### config.mk
export PLATFORM = sky130hd
export DESIGN_NAME = aes256_dec_sched_flat
export DESIGN_NICKNAME = d
export VERILOG_FILES = /design/src/rtl/aes256_dec_sched_if.sv /design/src/rtl/aes256_dec_sched.sv /design/src/flat_wrapper.sv
export SDC_FILE = /design/constraint.sdc
export NUM_CORES = 2
export LEC_CHECK = 0
export ABC_AREA = 1
export BUFFER_PORTS_ARGS = -buffer_cell sky130_fd_sc_hd__buf_4
export CAP_MARGIN = 20
export CORE_UTILIZATION = 30
export DETAILED_ROUTE_END_ITERATION = 6
export GPL_TIMING_DRIVEN = 0
export PLACE_DENSITY = 0.51
export REMOVE_ABC_BUFFERS = 1
export SYNTH_ARGS = -nofsm -noshare
export SYNTH_HDL_FRONTEND = slang
export SYNTH_SLANG_ARGS = --single-unit
### constraint.sdc
create_clock -name clk -period 23 [get_ports clk]
set_input_delay 2.3 -clock clk [delete_from_list [all_inputs] [get_ports clk]]
set_output_delay 2.3 -clock clk [all_outputs]
set_load 0.005 [all_outputs]
### src/rtl/aes256_dec_sched_if.sv
// Handshake bundle for the AES-256 decryption sequencer: key load, ciphertext in, plaintext out.
// Every channel is valid/ready: a transfer happens on a rising edge where both are high; the
// source holds payload and valid stable until that edge, and ready may depend on valid.
interface aes256_dec_sched_if;
  logic [255:0] key;
  logic         key_valid;
  logic         key_ready;
  logic [127:0] din;
  logic         in_valid;
  logic         in_ready;
  logic [127:0] dout;
  logic         out_valid;
  logic         out_ready;

  modport master (
    output key, key_valid, din, in_valid, out_ready,
    input  key_ready, in_ready, dout, out_valid
  );

  modport slave (
    input  key, key_valid, din, in_valid, out_ready,
    output key_ready, in_ready, dout, out_valid
  );
endinterface

### src/rtl/aes256_dec_sched.sv
// Iterative AES-256 decryption sequencer driving one external inverse-round unit and one keyExpansion step.
// Optional AES_DEC_SCHED_ZEROIZE_EN adds a 'zeroize' input that wipes all key and data material.
module aes256_dec_sched #(
    parameter bit SCRUB_STATE = 1'b1,
    parameter int KX_RC_BASE  = 0
) (
    input  logic           clk,
    input  logic           rst,
`ifdef AES_DEC_SCHED_ZEROIZE_EN
    input  logic           zeroize,
`endif
    aes256_dec_sched_if.slave bus,
    output logic           busy,
    output logic [255:0]   kx_key_in,
    output logic [3:0]     kx_rc,
    input  logic [255:0]   kx_key_out,
    output logic [127:0]   rnd_state,
    output logic [127:0]   rnd_key,
    output logic           rnd_last,
    input  logic [127:0]   rnd_result,
    output logic [1:0]     dbg_state
);

    typedef enum logic [1:0] {IDLE = 2'd0, KEXP = 2'd1, RUN = 2'd2, DONE = 2'd3} state_t;

    localparam logic [3:0] RC_BASE = KX_RC_BASE[3:0];

    state_t         state, state_nx;
    logic           key_loaded;
    logic [255:0]   kreg;
    logic [127:0]   st;
    logic [127:0]   rk [15];
    logic [3:0]     round;
    logic [2:0]     step;
    logic [3:0]     rk_even_idx;
    logic [3:0]     rk_odd_idx;
    logic           zero_hit;
    logic           key_fire;
    logic           blk_fire;

`ifdef AES_DEC_SCHED_ZEROIZE_EN
    assign zero_hit = zeroize;
`else
    assign zero_hit = 1'b0;
`endif

    // Step j produces round keys 2j+2 and 2j+3; the last step only has room for rk14.
    assign rk_even_idx = {step, 1'b0} + 4'd2;
    assign rk_odd_idx  = {step, 1'b0} + 4'd3;
    assign key_fire    = bus.key_valid & bus.key_ready;
    assign blk_fire    = bus.in_valid & bus.in_ready;
    assign dbg_state   = state;

    always_ff @(posedge clk) begin
        if (rst || zero_hit) state <= IDLE;
        else                 state <= state_nx;
    end

    always_comb begin
        state_nx     = state;
        bus.key_ready = 1'b0;
        bus.in_ready  = 1'b0;
        busy          = 1'b1;
        kx_key_in     = '0;
        kx_rc         = '0;
        rnd_state     = '0;
        rnd_key       = '0;
        rnd_last      = 1'b0;
        case (state)
            IDLE: begin
                busy          = 1'b0;
                bus.key_ready = 1'b1;
                // A pending key always wins over a pending block.
                bus.in_ready  = key_loaded & ~bus.key_valid;
                if (bus.key_valid)                      state_nx = KEXP;
                else if (bus.in_valid && key_loaded)    state_nx = RUN;
            end
            KEXP: begin
                kx_key_in = kreg;
                kx_rc     = RC_BASE + {1'b0, step};
                if (step == 3'd6) state_nx = IDLE;
            end
            RUN: begin
                rnd_state = st;
                rnd_key   = rk[4'd14 - round];
                rnd_last  = (round == 4'd14);
                if (round == 4'd14) state_nx = DONE;
            end
            DONE: begin
                if (bus.out_ready) state_nx = IDLE;
            end
            default: state_nx = IDLE;
        endcase
    end

    always_ff @(posedge clk) begin
        if (rst) begin
            key_loaded    <= 1'b0;
            bus.out_valid <= 1'b0;
            bus.dout      <= '0;
            round         <= '0;
            step          <= '0;
            st            <= '0;
            kreg          <= '0;
        end else if (zero_hit) begin
            key_loaded    <= 1'b0;
            bus.out_valid <= 1'b0;
            bus.dout      <= '0;
            round         <= '0;
            step          <= '0;
            st            <= '0;
            kreg          <= '0;
            for (int i = 0; i < 15; i++) rk[i] <= '0;
        end else begin
            case (state)
                IDLE: begin
                    if (key_fire) begin
                        rk[0]      <= bus.key[255:128];
                        rk[1]      <= bus.key[127:0];
                        kreg       <= bus.key;
                        key_loaded <= 1'b0;
                        step       <= '0;
                    end else if (blk_fire) begin
                        st    <= bus.din ^ rk[14];
                        round <= 4'd1;
                    end
                end
                KEXP: begin
                    rk[rk_even_idx] <= kx_key_out[255:128];
                    if (step != 3'd6) rk[rk_odd_idx] <= kx_key_out[127:0];
                    kreg <= kx_key_out;
                    step <= step + 3'd1;
                    if (step == 3'd6) key_loaded <= 1'b1;
                end
                RUN: begin
                    st    <= rnd_result;
                    round <= round + 4'd1;
                    if (round == 4'd14) begin
                        bus.out_valid <= 1'b1;
                        bus.dout      <= rnd_result;
                        round         <= '0;
                    end
                end
                DONE: begin
                    if (bus.out_ready) begin
                        bus.out_valid <= 1'b0;
                        if (SCRUB_STATE) begin
                            st       <= '0;
                            bus.dout <= '0;
                        end
                    end
                end
                default: ;
            endcase
        end
    end

endmodule

### src/flat_wrapper.sv
// flat-port wrapper written by rule: the top's interface ports become plain ports
module aes256_dec_sched_flat 
#(
    parameter bit SCRUB_STATE = 1'b1,
    parameter int KX_RC_BASE  = 0
)
  (clk, rst, busy, kx_key_in, kx_rc, kx_key_out, rnd_state, rnd_key, rnd_last, rnd_result, dbg_state, bus_key, bus_key_valid, bus_din, bus_in_valid, bus_out_ready, bus_key_ready, bus_in_ready, bus_dout, bus_out_valid);
  aes256_dec_sched_if bus_i ();
  input  logic clk;
  input  logic rst;
  output logic busy;
  output logic [255:0] kx_key_in;
  output logic [3:0] kx_rc;
  input  logic [255:0] kx_key_out;
  output logic [127:0] rnd_state;
  output logic [127:0] rnd_key;
  output logic rnd_last;
  input  logic [127:0] rnd_result;
  output logic [1:0] dbg_state;
  input wire logic [$bits(bus_i.key)-1:0] bus_key;
  input wire logic [$bits(bus_i.key_valid)-1:0] bus_key_valid;
  input wire logic [$bits(bus_i.din)-1:0] bus_din;
  input wire logic [$bits(bus_i.in_valid)-1:0] bus_in_valid;
  input wire logic [$bits(bus_i.out_ready)-1:0] bus_out_ready;
  output wire logic [$bits(bus_i.key_ready)-1:0] bus_key_ready;
  output wire logic [$bits(bus_i.in_ready)-1:0] bus_in_ready;
  output wire logic [$bits(bus_i.dout)-1:0] bus_dout;
  output wire logic [$bits(bus_i.out_valid)-1:0] bus_out_valid;
  assign bus_i.key = bus_key;
  assign bus_i.key_valid = bus_key_valid;
  assign bus_i.din = bus_din;
  assign bus_i.in_valid = bus_in_valid;
  assign bus_i.out_ready = bus_out_ready;
  assign bus_key_ready = bus_i.key_ready;
  assign bus_in_ready = bus_i.in_ready;
  assign bus_dout = bus_i.dout;
  assign bus_out_valid = bus_i.out_valid;
  aes256_dec_sched #(.SCRUB_STATE(SCRUB_STATE), .KX_RC_BASE(KX_RC_BASE)) u_core (.clk(clk), .rst(rst), .bus(bus_i), .busy(busy), .kx_key_in(kx_key_in), .kx_rc(kx_rc), .kx_key_out(kx_key_out), .rnd_state(rnd_state), .rnd_key(rnd_key), .rnd_last(rnd_last), .rnd_result(rnd_result), .dbg_state(dbg_state));
endmodule
======== Word level (Yosys, flattened, before mapping) ========
Memory sizes are Yosys's and may differ from the RTL's.
Cells that the tools add are included.
cells by class
  bitwise gates (word level) .............. 5
  mux-type cells .......................... 51
  eq/ne operators ......................... 13
  $add $sub $neg .......................... 5
  reductions and logical operators ........ 14
operators with widths
  operator             count
  $mux 128             8
  $mux 256             2
  $pmux 256 s2         1
  $pmux 128 s3         1
  $pmux 128 s2         1
  $reduce_or 128->1    2
  $xor 128x128->128    1
  $mux 1               21
  $mux 4               5
  $mux 2               5
  $reduce_and 3->1     3
  $add 4x2->4 const B  2
  $ne 2x1->1 const B   4
  $pmux 2 s4           1
  $pmux 4 s2           1
  $reduce_and 4->1     2
  $mux 3               2
  $pmux 3 s2           1
  $reduce_bool 2->1    3
  $add 4x1->4 const B  1
  $eq 2x2->1 const B   2
  $eq 4x4->1 const B   1
  $ne 2x2->1 const B   2
  $pmux 1 s2           2
  other kinds (12)     14
word-level totals
  register bits ........................... 523
  memories ................................ 1
  bits in writable memories ............... 1920
memory list
  memory     words  bits a word  rd ports  clocked after Yosys merged registers in  write ports  RTL line                source
  u_core.rk  15     128          2         0                                        2            aes256_dec_sched.sv:32  logic [127:0] rk [15];

======== Depth between registers and ports, before layout ========
  depth after elaboration ................. 8
  depth in mapped cells ................... 13

======== Worst setup path before layout ========
Ideal clock, no wire load.
  kind .................................... input to register
  start point ............................. input rst
  end point ............................... memory u_core.rk[0][0] (enable)
  data required time ...................... 22208 ps
  setup slack ............................. 10744 ps
  cell stages on the path ................. 2
  arrival ................................. 11464 ps
  cells stage by stage .................... clkbuf_1 > o21ai_0
RTL lines
  item                RTL line                source
  start: declaration  flat_wrapper.sv:10      input logic rst;
  end: declaration    aes256_dec_sched.sv:32

======== Final worst setup path ========
  start point ............................. register u_core.round[0]
  end point ............................... output rnd_key[58]
between the ends
  longest elaborated chain between the ends .. 3
RTL lines
  item                      RTL line                 source
  start: declaration        aes256_dec_sched.sv:33   logic [3:0] round;
  start signal: assignment  aes256_dec_sched.sv:137  round <= round + 4'd1;
  $sub 4x4->4               aes256_dec_sched.sv:85   rnd_key = rk[4'd14 - round];
  $mem_v2 15x128            -
  $mux 128                  aes256_dec_sched.sv:69   case (state)
  end: declaration          flat_wrapper.sv:16       output logic [127:0] rnd_key;
Every way passes these cells.

==> key figures <==
Worst setup path
  – Crit end category: primary output
  – WS Path Type: register to primary output
  – CP required: 20700 ps
  – Startpoint types: register
  – CP arrival: 6760 ps
  – Worst Path Max Fanout: 104

Place
  – HPWL Detailed: 284 mm
  – Placed instance area: 0.131 mm²
  – RD Place Congestion: 0.810
  – PortBufs: 1422
  – DP Cell Count: 17500

Power and ir drop
  – Switching Share: 33.7%
  – Peak VDD IR: 0.0804 mV
  – PD cells: 101 mW/mm²
  – Sequential power share: 38.4%
  – P_sw: 4.79 mW
  – Pleak: 55.9 nW
  – Logic pwr share: 27.5%
  – Int Power: 9.43 mW
  – Total power: 14.2 mW
  – Clock share of power: 34.1%

Logic synthesis
  – Synth top area share: 55.5%
  – Post-synth cell types: 31
  – Cell Area, Synth: 0.111 mm²
  – Synth warnings: 0
  – Most common cell in the netlist: nand2_1
  – Synth Flop Type: edfxtp_1
  – Seq/Total Area, Yosys: 64.9%
  – Ys async rst share: 0%
  – Post-synth EDFFs: 2048
  – Commonest cells in the netlist: 3678 x nand2_1, 2048 x edfxtp_1, 1522 x nand3_1
  – Biggest area consumer among synthesized cells: edfxtp_1
  – Syn avg cell area: 9.45 µm²
  – Mapped Cells: 11700
  – Synth Register Bits: 2571
  – Top area cells in the synthesized netlist: edfxtp_1 55%, nand2_1 12%, dfxtp_1 9.4%, nand3_1 6.9%, nor2_1 3.5%

Cells and area
  – Cell area after layout: 0.141 mm²
  – Final core utilization: 38.3%
  – Final non-filler cell total: 18100
  – Layout area overhead: 26.8%
  – Layout cell share with drive strength beyond 1: 16.8%
  – Fillers: 36500
  – Nets: 13800

CTS
  – Max clock buf depth: 4
  – H-tree depth: 5
  – CTS tree: yes
  – Cts hold-fix bufs: 0
  – CTS clk-pin slew, worst paths: 60 ps
  – Clk Latency, worst-skew pair: 890 ps
  – Resized cells post-CTS: 0
  – CTS buffer count: 308
  – # clock sinks: 2571
  – CTS root buffer: clkbuf_16
  – Post-CTS Setup Bufs: 0

GRT
  – Largest net degree at the start of global routing: 153
  – First-pass GRT wire length: 603 mm
  – Via count of the first global-routing pass: 81100
  – Initial antenna violation count: 42
  – Grt ovf: 0
  – Total Routing Usage GR: 22.0%

Detailed routing
  – Post-route DRC: 0
  – Remaining antenna violation count: 0
  – First-pass detailed-route iteration total: 6
  – Vias per cell: 4.86
  – Total number of vias: 88000
  – DR WL/cell: 23.7 µm
  – DR iter-0 viols: 7352
  – WL final: 428 mm

Flow run
  – Max-cap violations: 0

Hold path
  – Hold WC Path Type: register to register

STA
  – Hold Vio Cnt, Final: 0
  – Max Clock Freq: 110 MHz
  – Period utilization: 39.4%
  – TNS Setup: 0 ps
  – Final Slew Violations: 0
  – Final setup fails: 0
  – RSZ-0062 raised after global routing: no
  – Final setup skew: 45.7 ps
  – Max_slew headroom: 29.4%
  – Fin crit period: 9060 ps
  – Tightest Pin Transition: 1050 ps

Floorplanning
  – Die Ht: 610 µm
  – Initial Util: 30.2%
  – Rows: 222
  – Core box area: 0.367 mm²
  – # IOs: 1424
  – Die W: 610 µm
  – Die area: 0.372 mm²

Outcome
  – Status: complete, no violations
[cell type report]
type / count / area (µm²) / share of cell area, %
well taps: 4816 / 6030 / 4.29
clock inverters: 132 / 1190 / 0.847
clock buffers: 438 / 8660 / 6.16
inverters: 663 / 2520 / 1.79
flip-flops and latches: 2571 / 72000 / 51.2
repair buffers: 1761 / 17000 / 12.1
multi-input cells: 7708 / 33200 / 23.6
diodes: 19 / 47.5 / 0.0338
[power by group through the flow]
| stage | Sequential, mW | Clock (mW) | Combinational, mW |
|---|---|---|---|
| after floorplan | 5.71 | 0 | 2.86 |
| after global placement | 5.93 | 0 | 4.87 |
| after detailed placement | 5.56 | 0 | 3.93 |
| after CTS | 5.47 | 4.94 | 3.95 |
| after global routing | 5.49 | 5.10 | 4.32 |
| final | 5.47 | 4.84 | 3.91 |
[kinds of logic after synthesis]
group	share of synthesized area [%]
AND/OR/NAND/NOR	22.9
flip-flops	64.9
buffers and inverters	5.37
AO/OA/AOI/OAI	6.39
XOR/XNOR	0.411
adder cells (fa/ha/maj)	0.0564
other	0.00338
[path summary, 6_finish.rpt]
path	startpoint	to	slack, ps	depth (start not counted)
setup / recovery	u_core.round[0]	rnd_key[58]	13940	16
hold / removal	u_core.kreg[126]	u_core.kreg[126]	450	2
setup reg to reg	u_core.round[0]	u_core.round[1]	18010	12
hold reg to reg	u_core.kreg[126]	u_core.kreg[126]	450	2
[placed cells by master (no fill, tap or decap), types with 5 or more instances in the layout]
cell        synthesis  final
a21oi_1           510    510
buf_12              0    101
buf_16              0     91
buf_4              24   1424
buf_6               0    115
buf_8               0     30
bufinv_16           0     15
clkbuf_1          351     96
clkbuf_16           0    319
clkbuf_8            0     23
clkinv_1            1     42
clkinv_2            0     44
clkinvlp_4          0     10
dfxtp_1           523    521
diode_2             0     19
edfxtp_1         2048   2048
inv_1             654    654
inv_6               0     11
inv_8               0      5
nand2_1          3678   3675
nand3_1          1522   1522
nor2_1           1020   1012
nor2_4              1     10
nor3_2              0      6
o21ai_0           452    451
o21ai_1           448    446
xnor2_1            50     49
[worst max-delay path, cell delays in order, from the launching register on]
cell	delay, ps
dfxtp_4	610
buf_16	360
buf_16	330
buf_16	270
inv_8	220
buf_16	300
ha_4	910
buf_16	310
inv_8	140
buf_16	330
buf_16	330
nand3_1	360
nand3_1	110
nand3_1	90
nand2_1	70
nor2_1	270
buf_4	210
[metal layers]
layer,GRT usage (%),share of wire [%],vias up
li1,-,-,41800
met1,28.2,41,42800
met2,38.2,49,2801
met3,3.42,6.0,584
met4,6.77,3.2,28
met5,0,0.043,-
[through the flow]
step	hold WS (ps)	setup WS [ps]
global placement	441	-240980
detailed placement	445	14900
CTS	454	13870
finish	452	13940
floorplan	432	-60640
global route	463	13690
[registers in the layout, indices dropped and copies added, names as in the netlist]
| register | cells |
|---|---|
| u_core.round | 4 |
| u_core.bus.out_valid | 1 |
| u_core.kreg | 256 |
| u_core.rk | 2048 |
| u_core.step | 3 |
| u_core.bus.dout | 128 |
| u_core.dbg_state | 2 |
| u_core.st | 128 |
| u_core.key_loaded | 1 |
Power figures use the tool's default switching activity.
